**src/rtl/lfsr_pkg.sv**
```systemverilog
// Package: lfsr_pkg
// Shared definitions for the LFSR pattern generator and its prescaler.
//  - mode_e     : step mode encoding (Fibonacci / Galois)
//  - DEF_TAPS5  : default 5-bit Fibonacci tap mask  (x^5 + x^3 + 1)
//  - DEF_GPOLY5 : default 5-bit Galois toggle mask  (same polynomial)
//  - clog2_min1 : counter width helper, never returns less than 1
package lfsr_pkg;

   typedef enum logic {
      MODE_FIB = 1'b0,
      MODE_GAL = 1'b1
   } mode_e;

   localparam logic [4:0] DEF_TAPS5  = 5'b10100;
   localparam logic [4:0] DEF_GPOLY5 = 5'b01001;

   function automatic int unsigned clog2_min1(input int unsigned v);
      int unsigned w;
      w = $clog2(v);
      return (w == 0) ? 1 : w;
   endfunction

endpackage

```
**src/rtl/lfsr_prsg_gen_tick_gen.sv**
```systemverilog
// Module: tick_gen
// Prescaler producing a single-cycle step strobe every PRESCALE enabled clocks.
// Ports:
//  clk   in  clock
//  rst   in  synchronous active-high reset, counter -> 0
//  en    in  count enable; en=0 freezes the counter
//  clr   in  synchronous clear, counter -> 0 (wins over counting)
//  step  out combinational strobe: en && counter at terminal value
module tick_gen
   import lfsr_pkg::*;
#(
   parameter int unsigned PRESCALE = 2**25
) (
   input  logic clk,
   input  logic rst,
   input  logic en,
   input  logic clr,
   output logic step
);

   localparam int unsigned    CW   = clog2_min1(PRESCALE);
   localparam logic [CW-1:0]  LAST = CW'(PRESCALE - 1);
   localparam logic [CW-1:0]  ONE  = CW'(1);

   logic [CW-1:0] cnt;

   assign step = en && (cnt == LAST);

   always_ff @(posedge clk) begin
      if (rst || clr) begin
         cnt <= '0;
      end else if (en) begin
         if (cnt == LAST) cnt <= '0;
         else             cnt <= cnt + ONE;
      end
   end

endmodule

```
**src/rtl/lfsr_prsg_gen.sv**
```systemverilog
// Module: lfsr_prsg_gen
// WIDTH-bit LFSR pseudo-random sequence generator, Fibonacci or Galois, stepped
// by an internal prescaler. Supports runtime seed load, all-zero lockup recovery
// and measurement of the sequence period (steps between returns to the seed).
// Ports:
//  clk      in   clock
//  rst      in   synchronous active-high reset
//  en       in   prescaler count enable; en=0 freezes prescaler and LFSR
//  mode     in   0=Fibonacci, 1=Galois, sampled at each step
//  load     in   one-cycle request to load seed_in (wins over a step)
//  seed_in  in   load value; zero is replaced by SEED and flags lockup
//  q        out  LFSR state
//  bit_out  out  q[WIDTH-1], serial stream
//  tick     out  pulse in the cycle a newly stepped q first appears
//  wrap     out  pulse in the cycle q returns to the reference seed
//  period   out  step count of the last completed sequence cycle
//  lockup   out  sticky: a zero state was replaced by SEED
module lfsr_prsg_gen
   import lfsr_pkg::*;
#(
   parameter int unsigned          WIDTH    = 5,
   parameter logic [WIDTH-1:0]     TAPS     = WIDTH'(DEF_TAPS5),
   parameter logic [WIDTH-1:0]     GPOLY    = WIDTH'(DEF_GPOLY5),
   parameter logic [WIDTH-1:0]     SEED     = '1,
   parameter int unsigned          PRESCALE = 2**25
) (
   input  logic             clk,
   input  logic             rst,
   input  logic             en,
   input  logic             mode,
   input  logic             load,
   input  logic [WIDTH-1:0] seed_in,
   output logic [WIDTH-1:0] q,
   output logic             bit_out,
   output logic             tick,
   output logic             wrap,
   output logic [WIDTH-1:0] period,
   output logic             lockup
);

   localparam logic [WIDTH-1:0] ONE = WIDTH'(1);

   logic             step;
   logic             fb;
   logic [WIDTH-1:0] nq;
   logic [WIDTH-1:0] ref_seed;
   logic [WIDTH-1:0] step_cnt;

   // load also restarts the prescaler so the first step after a load is a full
   // prescale interval away
   tick_gen #(
      .PRESCALE(PRESCALE)
   ) u_tick_gen (
      .clk  (clk),
      .rst  (rst),
      .en   (en),
      .clr  (load),
      .step (step)
   );

   assign bit_out = q[WIDTH-1];

   always_comb begin
      fb = ^(q & TAPS);
      if (mode_e'(mode) == MODE_GAL)
         nq = {q[WIDTH-2:0], 1'b0} ^ ({WIDTH{q[WIDTH-1]}} & GPOLY);
      else
         nq = {q[WIDTH-2:0], fb};
   end

   always_ff @(posedge clk) begin
      if (rst) begin
         q        <= SEED;
         ref_seed <= SEED;
         step_cnt <= '0;
         period   <= '0;
         tick     <= 1'b0;
         wrap     <= 1'b0;
         lockup   <= 1'b0;
      end else begin
         tick <= 1'b0;
         wrap <= 1'b0;
         if (load) begin
            step_cnt <= '0;
            if (seed_in == '0) begin
               q        <= SEED;
               ref_seed <= SEED;
               lockup   <= 1'b1;
            end else begin
               q        <= seed_in;
               ref_seed <= seed_in;
               lockup   <= 1'b0;
            end
         end else if (step) begin
            tick <= 1'b1;
            if (q == '0) begin
               // defensive recovery; not reachable by stepping from non-zero
               q        <= SEED;
               step_cnt <= '0;
               lockup   <= 1'b1;
            end else begin
               q <= nq;
               if (nq == ref_seed) begin
                  wrap     <= 1'b1;
                  period   <= step_cnt + ONE;
                  step_cnt <= '0;
               end else begin
                  step_cnt <= step_cnt + ONE;
               end
            end
         end
      end
   end

endmodule

```
**config.mk**
```make
export PLATFORM = sky130hd
export DESIGN_NAME = lfsr_prsg_gen
export DESIGN_NICKNAME = d
export VERILOG_FILES = /design/src/rtl/lfsr_pkg.sv /design/src/rtl/lfsr_prsg_gen_tick_gen.sv /design/src/rtl/lfsr_prsg_gen.sv
export SDC_FILE = /design/constraint.sdc
export NUM_CORES = 1
export LEC_CHECK = 0
export ABC_AREA = 0
export BUFFER_PORTS_ARGS = -buffer_cell sky130_fd_sc_hd__clkbuf_2
export CAP_MARGIN = 5
export CORE_ASPECT_RATIO = 1.1
export CORE_MARGIN = 2
export CORE_UTILIZATION = 58
export CTS_CLUSTER_SIZE = 40
export DETAILED_ROUTE_END_ITERATION = 12
export PLACE_DENSITY_LB_ADDON = 0.25
export SLEW_MARGIN = 20
export SYNTH_ARGS = -nofsm -noshare
export SYNTH_HDL_FRONTEND = slang
export SYNTH_SLANG_ARGS = --single-unit
```
**constraint.sdc**
```tcl
create_clock -name clk -period 3.4 [get_ports clk]
set_input_delay 0.51 -clock clk [delete_from_list [all_inputs] [get_ports clk]]
set_output_delay 0.51 -clock clk [all_outputs]
set_load 0.01 [all_outputs]
```
==> impl_metrics.json, run 1 <==
{
  "place_congestion": 0.819,
  "synth-simple-area-share_pct": 28.6,
  "syn_nets": 273,
  "fp.dieH_um": 70.0,
  "fmax_mhz": 364,
  "finalSetupViolations": 0,
  "ys_seq_area_share_pct": 41.9,
  "peakVddDrop_v": 0.000293,
  "critPathArrivalTime_ps": 2980,
  "fin_ws_ps": 653,
  "coreArea_sq_um": 3710,
  "cts_setup_buffers": 0,
  "drc": 0,
  "cp.buffers_inverters": 0,
  "grt_max_degree": 26,
  "ff2ff_setup_slack_ps": 650,
  "synth_edf_count": 0,
  "slowest_stage": "or4b_1",
  "clkLatencyLatePin_ps": 300,
  "ant_nets": 0,
  "synthAdderAreaFrac_pct": 1.09,
  "status": "finished, final reports clean",
  "clk_pin_slew_worst_paths_ps": 80,
  "synth_top_family_by_area": "simple AND/OR/NAND/NOR gates",
  "grt_overflow": 0,
  "synthArstFlopShare_pct": 0,
  "rows": 23,
  "ctsHoldBuffers": 0,
  "tns_ps": 0,
  "power.switching_fraction_pct": 24.3,
  "worstMarginPinSlew_ps": 638,
  "cp_top_family": "simple AND/OR/NAND/NOR gates",
  "track_usage_pct": 21.3,
  "synth_top_cell_by_area": "dfxtp_1",
  "final_common_cell": "dfxtp_1",
  "cp_max_fo": 8,
  "r2r_start": "u_tick_gen.cnt[0]",
  "vias_per_cell": 5.76,
  "synth_top_area_share_pct": 41.9,
  "synth_cell_type_count": 52,
  "num_io_pins": 24,
  "internal_power_mw": 0.737,
  "wl_per_cell_um": 13.2,
  "grt_pass1_wl_mm": 7.71,
  "final.min_clock_period_ps": 2750,
  "power_density_nw_per_um2": 391,
  "drive_gt1_share_pct": 15.1,
  "grt_util_met2_pct": 36.1,
  "dieWidth_um": 64.0,
  "worstSetupStartpointType": "register",
  "dp.cells": 324,
  "hp-class": "reg -> reg",
  "post_synth.cell_area_avg_sq_um": 8.79,
  "final_hold_viol_count": 0,
  "min_from": "period[2]",
  "max_stage_delay_ps": 650,
  "port_buffers": 23,
  "postCtsResizedCells": 0,
  "gr-usage-met1_pct": 26.2,
  "rsz0062_at_grt": "false",
  "final_cells": 329,
  "power.leakage_nw": 0.863,
  "place_area_sq_um": 2420,
  "htree_levels": 2,
  "grt_busiest_layer": "met2",
  "relSlewSlack_pct": 57.2,
  "totalWireLength_mm": 4.34,
  "synth_compound_area_share_pct": 11.7,
  "synthXorXnorAreaFrac_pct": 12.2,
  "cp-startpoint": "u_tick_gen.cnt[0]",
  "antennaDiodeCount": 0,
  "drt_iter0_markers": 126,
  "drtPass1Iterations": 4,
  "worstPathCellList": "ha_1 -> nand4_1 -> or4_4 -> or4b_1 -> or4_1 -> a21oi_1",
  "grt_use_met3_pct": 5.48,
  "cts_tree": "built",
  "layout_common_cells": "dfxtp_1, nor2_1, clkbuf_2",
  "syn_to_final_growth_pct": 8.62,
  "ys_ff_latch": 48,
  "pwr-share-comb_pct": 9.1,
  "final_core_util_pct": 67.1,
  "cts-root-buf": "clkbuf_8",
  "fin_nets": 293,
  "path_class": "reg -> reg",
  "min_period_over_period_pct": 80.8,
  "synthCells": 261,
  "ys.flop_type": "dfxtp_1",
  "cts_inserted_buffers": 5,
  "clockBufferDepth": 2,
  "antenna_found_initial": 0,
  "post-place-ws_ps": 629,
  "synth_area_leaders": "dfxtp_1, xnor2_1, xor2_1, nor2_1, nand2_1",
  "p_seq_share_pct": 60.1,
  "required_ps": 3630,
  "maxSlewViolCount": 0,
  "dr_total_vias": 1896,
  "p_sw_mw": 0.236,
  "clkPwrFrac_pct": 30.8,
  "max_cap_viol_count": 0,
  "die_area_sq_um": 4470,
  "synth_mux_area_share_pct": 0.436,
  "postLayoutCellArea_sq_um": 2490,
  "start_util_pct": 61.8,
  "dpl.hpwl_mm": 3.17,
  "clock_skew_ps": 7.47,
  "end_kind": "register",
  "yosysWarningCount": 0,
  "clkSinkCount": 48,
  "total_power_mw": 0.973,
  "hold-worst-slack_ps": 468,
  "syn_area_sq_um": 2290,
  "grt_pass1_vias": 1733
}
-- per-layer routing --
layer / vias to the layer above / routed length, um
met5: - / 0
met1: 871 / 1940
li1: 976 / -
met3: 5 / 206
met2: 44 / 2160
met4: 0 / 41
-- kinds of logic (layout without fill, tap and decap cells) --
group,count (synthesis),count (layout)
and+or+nand+nor,120,120
DFF,48,48
AOI/OAI and AO/OA,40,40
xor gates and xnor gates,32,32
buffers and inverters,18,36
adders and majority gates,2,2
muxes,1,1
-- synthesized netlist by cell type (3+ instances only) --
library cell	n
o211ai_1	6
nand4_1	10
o21ai_0	3
clkbuf_1	8
or2_2	3
o31ai_1	5
nand3_1	14
and3_1	3
nor3_1	5
nor2_1	34
dfxtp_1	48
xnor2_1	17
xor2_1	15
or4_1	4
inv_1	4
a21oi_1	8
nand2b_1	3
nand2_1	22
o22ai_1	8
-- layout make-up --
class	count	area, sq um
Inverter	4	15.0
Clock buffer	5	68.8
Fill cell	299	1220
Sequential cell	48	961
Tap cell	50	62.6
Multi-Input combinational cell	195	1240
Timing Repair Buffer	27	145
-- final timing paths --
path,cells past startpoint,to
worst min register to register,2,period[2]
worst max-delay path,6,period[4]
worst min-delay path,2,period[2]
worst max register to register,6,period[4]
-- power groups by stage --
stage                     clock, mW  combinational, mW  sequential (mW)
after floorplan                   0             0.0698            0.594
after global placement            0             0.0864            0.597
after detailed placement          0             0.0876            0.598
after CTS                     0.314             0.0879            0.584
after global routing          0.338             0.0997            0.586
final                         0.300             0.0882            0.585
-- registers in the layout, indices dropped and copies added (netlist names) --
register,count
u_tick_gen.cnt,25
tick,1
ref_seed,5
wrap,1
period,5
step_cnt,5
lockup,1
q,5
-- worst min-delay path, cell delays in order (launching register included) --
cell and delay, ps:
dfxtp_1 310, o31ai_1 60, a21oi_1 50
Power figures use the tool's default switching activity.
==> run 2, diff against run 1 <==
--- a/config.mk
+++ b/config.mk
@@ -10,7 +10,7 @@
 export CAP_MARGIN = 5
 export CORE_ASPECT_RATIO = 1.1
 export CORE_MARGIN = 2
-export CORE_UTILIZATION = 58
+export CORE_UTILIZATION = 52
 export CTS_CLUSTER_SIZE = 40
 export DETAILED_ROUTE_END_ITERATION = 12
 export PLACE_DENSITY_LB_ADDON = 0.25
==> constraint.sdc (replaced) <==
create_clock -name clk -period 2.4 [get_ports clk]
set_input_delay 0.36 -clock clk [delete_from_list [all_inputs] [get_ports clk]]
set_output_delay 0.36 -clock clk [all_outputs]
set_load 0.01 [all_outputs]
==> impl_metrics.json, run 2 (synthesis gave the netlist of run 1 again) <==
{
  "totalWireLength_mm": 4.74,
  "track_usage_pct": 21.2,
  "dieWidth_um": 67.3,
  "coreArea_sq_um": 4290,
  "fmax_mhz": 432,
  "grt_overflow": 0,
  "grt_max_degree": 26,
  "power.leakage_nw": 0.968,
  "finalSetupViolations": 0,
  "num_io_pins": 24,
  "final_common_cell": "dfxtp_1",
  "whs_path_depth": 3,
  "clk_pin_slew_worst_paths_ps": 90,
  "clockBufferDepth": 2,
  "clkLatencyLatePin_ps": 300,
  "final_hold_viol_count": 0,
  "drt_iter0_markers": 93,
  "fillers": 383,
  "vias_per_cell": 5.64,
  "final_core_util_pct": 62.5,
  "final.min_clock_period_ps": 2320,
  "clock_skew_ps": 7.63,
  "cts-root-buf": "clkbuf_8",
  "end_kind": "register",
  "place_congestion": 0.902,
  "cts_inserted_buffers": 5,
  "crit_end": "period[4]",
  "relSlewSlack_pct": 49.2,
  "fp.dieH_um": 73.7,
  "peakVddDrop_v": 0.000333,
  "power_density_nw_per_um2": 542,
  "multi_input_area_sq_um": 1250,
  "min_period_over_period_pct": 96.5,
  "slowest_stage": "or4b_4",
  "clkSinkCount": 48,
  "total_power_mw": 1.45,
  "top_register": "u_tick_gen.cnt",
  "cp_max_fo": 5,
  "fin_ws_ps": 84.5,
  "register_area_sq_um": 968,
  "cts_setup_buffers": 0,
  "r2r_start": "u_tick_gen.cnt[1]",
  "layout_common_cells": "dfxtp_1, nor2_1, clkbuf_2",
  "largest_reg_flops": 25,
  "reg2regPathDepth": 6,
  "hp-class": "in -> reg",
  "syn_to_final_growth_pct": 16.8,
  "grt_pass1_wl_mm": 8.08,
  "maxSlewViolCount": 0,
  "required_ps": 2640,
  "fin_nets": 311,
  "worstSetupStartpointType": "register",
  "max_stage_delay_ps": 530,
  "antenna_found_initial": 0,
  "rsz0062_at_grt": "false",
  "cp-startpoint": "u_tick_gen.cnt[1]",
  "rows": 25,
  "htree_levels": 2,
  "dr_total_vias": 1997,
  "ant_nets": 0,
  "ctsHoldBuffers": 0,
  "drc": 0,
  "critPathArrivalTime_ps": 2550,
  "ff2ff_setup_slack_ps": 80,
  "worstMarginPinSlew_ps": 761,
  "worstReg2RegEnd": "period[4]",
  "status": "finished, final reports clean",
  "drtPass1Iterations": 4,
  "port_buffers": 23,
  "cts_tree": "built",
  "die_area_sq_um": 4960,
  "dpl.hpwl_mm": 3.44,
  "start_util_pct": 53.5,
  "path_class": "reg -> reg",
  "wl_per_cell_um": 13.4,
  "drive_gt1_share_pct": 22.3,
  "worstPathCellList": "ha_4 -> nand4_1 -> or4_4 -> or4b_4 -> or4_1 -> a21oi_1",
  "max_cap_viol_count": 0,
  "antennaDiodeCount": 0,
  "post-place-ws_ps": -2.23,
  "grt_pass1_vias": 1860
}
-- run 2: cell count changes in the layout (fill, tap and decap cells not counted), sizes merged --
cell | before | now
clkbuf | 28 | 29
buf | 4 | 22
clkinv | 0 | 2
-- run 2: through the flow --
stage	instances	hold slack [ps]	TNS, ps	instance area (sq um)
detailed placement	346	459	-2.23	2580
global placement	346	452	0	2580
floorplan	261	429	-20.4	2320
CTS	354	305	0	2680
global route	354	308	0	2680
finish	354	321	0	2680
-- run 2: layer usage --
layer  GRT usage (%)  wire (um)  vias to the layer above
li1                -          -                     1012
met1            24.4       2120                      935
met2            37.4       2350                       43
met3            5.05        194                        7
met4            8.62         77                        0
met5               0          0                        -
-- run 2: area by class of cell --
cell class | instances | area share, %
Clock inverter | 2 | 0.374
Sequential cell | 48 | 36.2
Tap cell | 54 | 2.52
Multi-Input combinational cell | 195 | 46.8
Clock buffer | 6 | 3.08
Timing Repair Buffer | 45 | 10.5
Inverter | 4 | 0.560
-- run 2: worst min path at each step --
| stage | from | to |
|---|---|---|
| after floorplan | rst | period[0] |
| after global placement | period[1] | period[1] |
| after detailed placement | period[0] | period[0] |
| after CTS | seed_in[2] | ref_seed[2] |
| after global routing | seed_in[2] | ref_seed[2] |
| final | seed_in[2] | ref_seed[2] |
-- run 2: worst max-delay path: cells and delay by family (launching register included) --
kind,cells,cell delay (ps)
and+or+nand+nor,4,1600
DFF,1,380
AOI/OAI and AO/OA,1,130
adders and majority gates,1,150
-- run 2: where the power goes --
part,internal (mW),switching [mW]
Combinational,0.0496,0.0813
Sequential,0.807,0.0192
Clock,0.230,0.263
-- run 2: what timing repair did --
action                                 CTS  global route
endpoints found under the hold margin    0             0
pin swaps                                0             2
setup endpoints to repair                2             2
gates resized for setup                  1             0
==> run 3, diff against run 2 <==
--- a/config.mk
+++ b/config.mk
@@ -5,12 +5,12 @@
 export SDC_FILE = /design/constraint.sdc
 export NUM_CORES = 1
 export LEC_CHECK = 0
-export ABC_AREA = 0
+export ABC_AREA = 1
 export BUFFER_PORTS_ARGS = -buffer_cell sky130_fd_sc_hd__clkbuf_2
 export CAP_MARGIN = 5
 export CORE_ASPECT_RATIO = 1.1
 export CORE_MARGIN = 2
-export CORE_UTILIZATION = 52
+export CORE_UTILIZATION = 53
 export CTS_CLUSTER_SIZE = 40
 export DETAILED_ROUTE_END_ITERATION = 12
 export PLACE_DENSITY_LB_ADDON = 0.25
==> impl_metrics.json, run 3 <==
{
  "status": "finished, final reports clean",
  "top_register": "u_tick_gen.cnt",
  "final_cells": 416,
  "dp.cells": 408,
  "min_from": "rst",
  "power_density_nw_per_um2": 559,
  "final.min_clock_period_ps": 1840,
  "yosysWarningCount": 0,
  "max_cap_viol_count": 0,
  "clkSinkCount": 48,
  "cp_max_fo": 9,
  "postLayoutCellArea_sq_um": 2720,
  "ctsHoldBuffers": 0,
  "clockBufferDepth": 2,
  "power.leakage_nw": 1.12,
  "worst_hold_path.endpoint": "wrap",
  "synth_cell_type_count": 35,
  "reg2regPathDepth": 9,
  "worstMarginPinSlew_ps": 508,
  "post-place-ws_ps": 572,
  "synth_top_area_share_pct": 39.1,
  "ys_seq_area_share_pct": 39.1,
  "drc": 0,
  "syn_area_sq_um": 2460,
  "min_period_over_period_pct": 76.5,
  "tns_ps": 0,
  "clk_pin_slew_worst_paths_ps": 90,
  "post_synth.cell_area_avg_sq_um": 7.34,
  "clkLatencyLatePin_ps": 300,
  "fp.dieH_um": 75.4,
  "postCtsResizedCells": 0,
  "fmax_mhz": 545,
  "synth_area_leaders": "dfxtp_1, nand2_1, nor2_1, inv_1, nand3_1",
  "hold-worst-slack_ps": 269,
  "vias_per_cell": 5.20,
  "hp-class": "in -> reg",
  "fin_nets": 373,
  "wl_per_cell_um": 12.0,
  "end_kind": "register",
  "synth_top_cell_by_area": "dfxtp_1",
  "fin_ws_ps": 565,
  "rsz0062_at_grt": "false",
  "antennaDiodeCount": 0,
  "final_common_cell": "nand2_1",
  "drive_gt1_share_pct": 18.0,
  "cts_setup_buffers": 0,
  "die_area_sq_um": 5200,
  "slowest_stage": "dfxtp_1",
  "drtPass1Iterations": 4,
  "grt_pass1_wl_mm": 8.00,
  "final_core_util_pct": 62.2,
  "antenna_found_initial": 0,
  "cts_inserted_buffers": 5,
  "port_buffers": 23,
  "synthArstFlopShare_pct": 0,
  "ant_nets": 0,
  "synthTopCellsByCount": "nand2_1, dfxtp_1, nor2_1, inv_1, nand3_1",
  "ys_ff_latch": 48,
  "whs_path_depth": 2,
  "path_class": "reg -> reg",
  "dr_total_vias": 2163,
  "cts_tree": "built",
  "largest_reg_flops": 25,
  "finalSetupViolations": 0,
  "rows": 25,
  "cts-root-buf": "clkbuf_8",
  "ys.flop_type": "dfxtp_1",
  "place_congestion": 0.895,
  "worstReg2RegEnd": "u_tick_gen.cnt[5]",
  "syn_nets": 347,
  "grt_pass1_vias": 1904,
  "total_power_mw": 1.52,
  "dpl.hpwl_mm": 3.69,
  "drt_iter0_markers": 115,
  "totalWireLength_mm": 4.98,
  "required_ps": 2570,
  "synth_edf_count": 0,
  "layout_common_cells": "nand2_1, dfxtp_1, nor2_1",
  "coreArea_sq_um": 4380,
  "htree_levels": 2,
  "max_stage_delay_ps": 400,
  "final_hold_viol_count": 0,
  "critPathArrivalTime_ps": 2010,
  "ff2ff_setup_slack_ps": 560,
  "peakVddDrop_v": 0.000293,
  "relSlewSlack_pct": 65.9,
  "syn_to_final_growth_pct": 10.8,
  "worstPathCellList": "ha_1 -> inv_2 -> nor2_1 -> nand2_2 -> nor2_4 -> nand3_4 -> nand2_1 -> buf_4 -> a211oi_1",
  "place_area_sq_um": 2620,
  "synthCells": 335,
  "r2r_start": "u_tick_gen.cnt[0]",
  "clock_skew_ps": 8.15,
  "grt_overflow": 0,
  "grt_max_degree": 18,
  "maxSlewViolCount": 0,
  "dieWidth_um": 68.9,
  "yosysMostFrequentCell": "nand2_1",
  "num_io_pins": 24,
  "worstSetupStartpointType": "register",
  "track_usage_pct": 20.2,
  "start_util_pct": 56.1
}
-- run 3: layout make-up --
| type | count | area, sq um |
|---|---|---|
| Tap cell | 54 | 67.6 |
| Fill cell | 430 | 1660 |
| Sequential cell | 48 | 961 |
| Inverter | 41 | 154 |
| Timing Repair Buffer | 25 | 130 |
| Clock inverter | 2 | 35.0 |
| Clock buffer | 6 | 72.6 |
| Multi-Input combinational cell | 240 | 1300 |
-- run 3: power breakdown --
group	switching, mW	internal (mW)	leakage, nW
Combinational	0.0762	0.0414	0.674
Sequential	0.0132	0.809	0.389
Clock	0.273	0.310	0.0552
-- run 3: critical path: cells and delay by family (launching register included) --
family	cells	cell delay, ps
compound gates	1	50
fa+ha+maj	1	220
buf+inv	2	280
flops	1	400
simple gates	5	760
-- run 3: cell families (layout without fill, tap and decap cells) --
| group | count (synthesis) | in the layout | share of synthesized area, % |
|---|---|---|---|
| simple gates | 187 | 187 | 37.6 |
| compound gates | 36 | 36 | 9.06 |
| buf+inv | 47 | 74 | 7.84 |
| flops | 48 | 48 | 39.1 |
| xor+xnor | 15 | 15 | 5.35 |
| fa+ha+maj | 2 | 2 | 1.02 |
-- run 3: worst max-delay path by stage --
stage	slack, ps	depth (start not counted)	end	start
floorplan	880	9	u_tick_gen.cnt[5]	u_tick_gen.cnt[0]
CTS	550	9	u_tick_gen.cnt[5]	u_tick_gen.cnt[0]
global placement	610	9	u_tick_gen.cnt[5]	u_tick_gen.cnt[0]
finish	560	9	u_tick_gen.cnt[5]	u_tick_gen.cnt[0]
global route	420	9	u_tick_gen.cnt[5]	u_tick_gen.cnt[0]
detailed placement	570	9	u_tick_gen.cnt[5]	u_tick_gen.cnt[0]
-- run 3: layer usage --
metal | part of all wire [%] | up-vias | GRT usage, % | routed length [um]
met4 | 1.2 | 0 | 6.10 | 59
met5 | 0 | - | 0 | 0
met1 | 47 | 981 | 24.7 | 2340
li1 | - | 1131 | - | -
met3 | 3.8 | 7 | 4.58 | 190
met2 | 48 | 44 | 35.1 | 2390
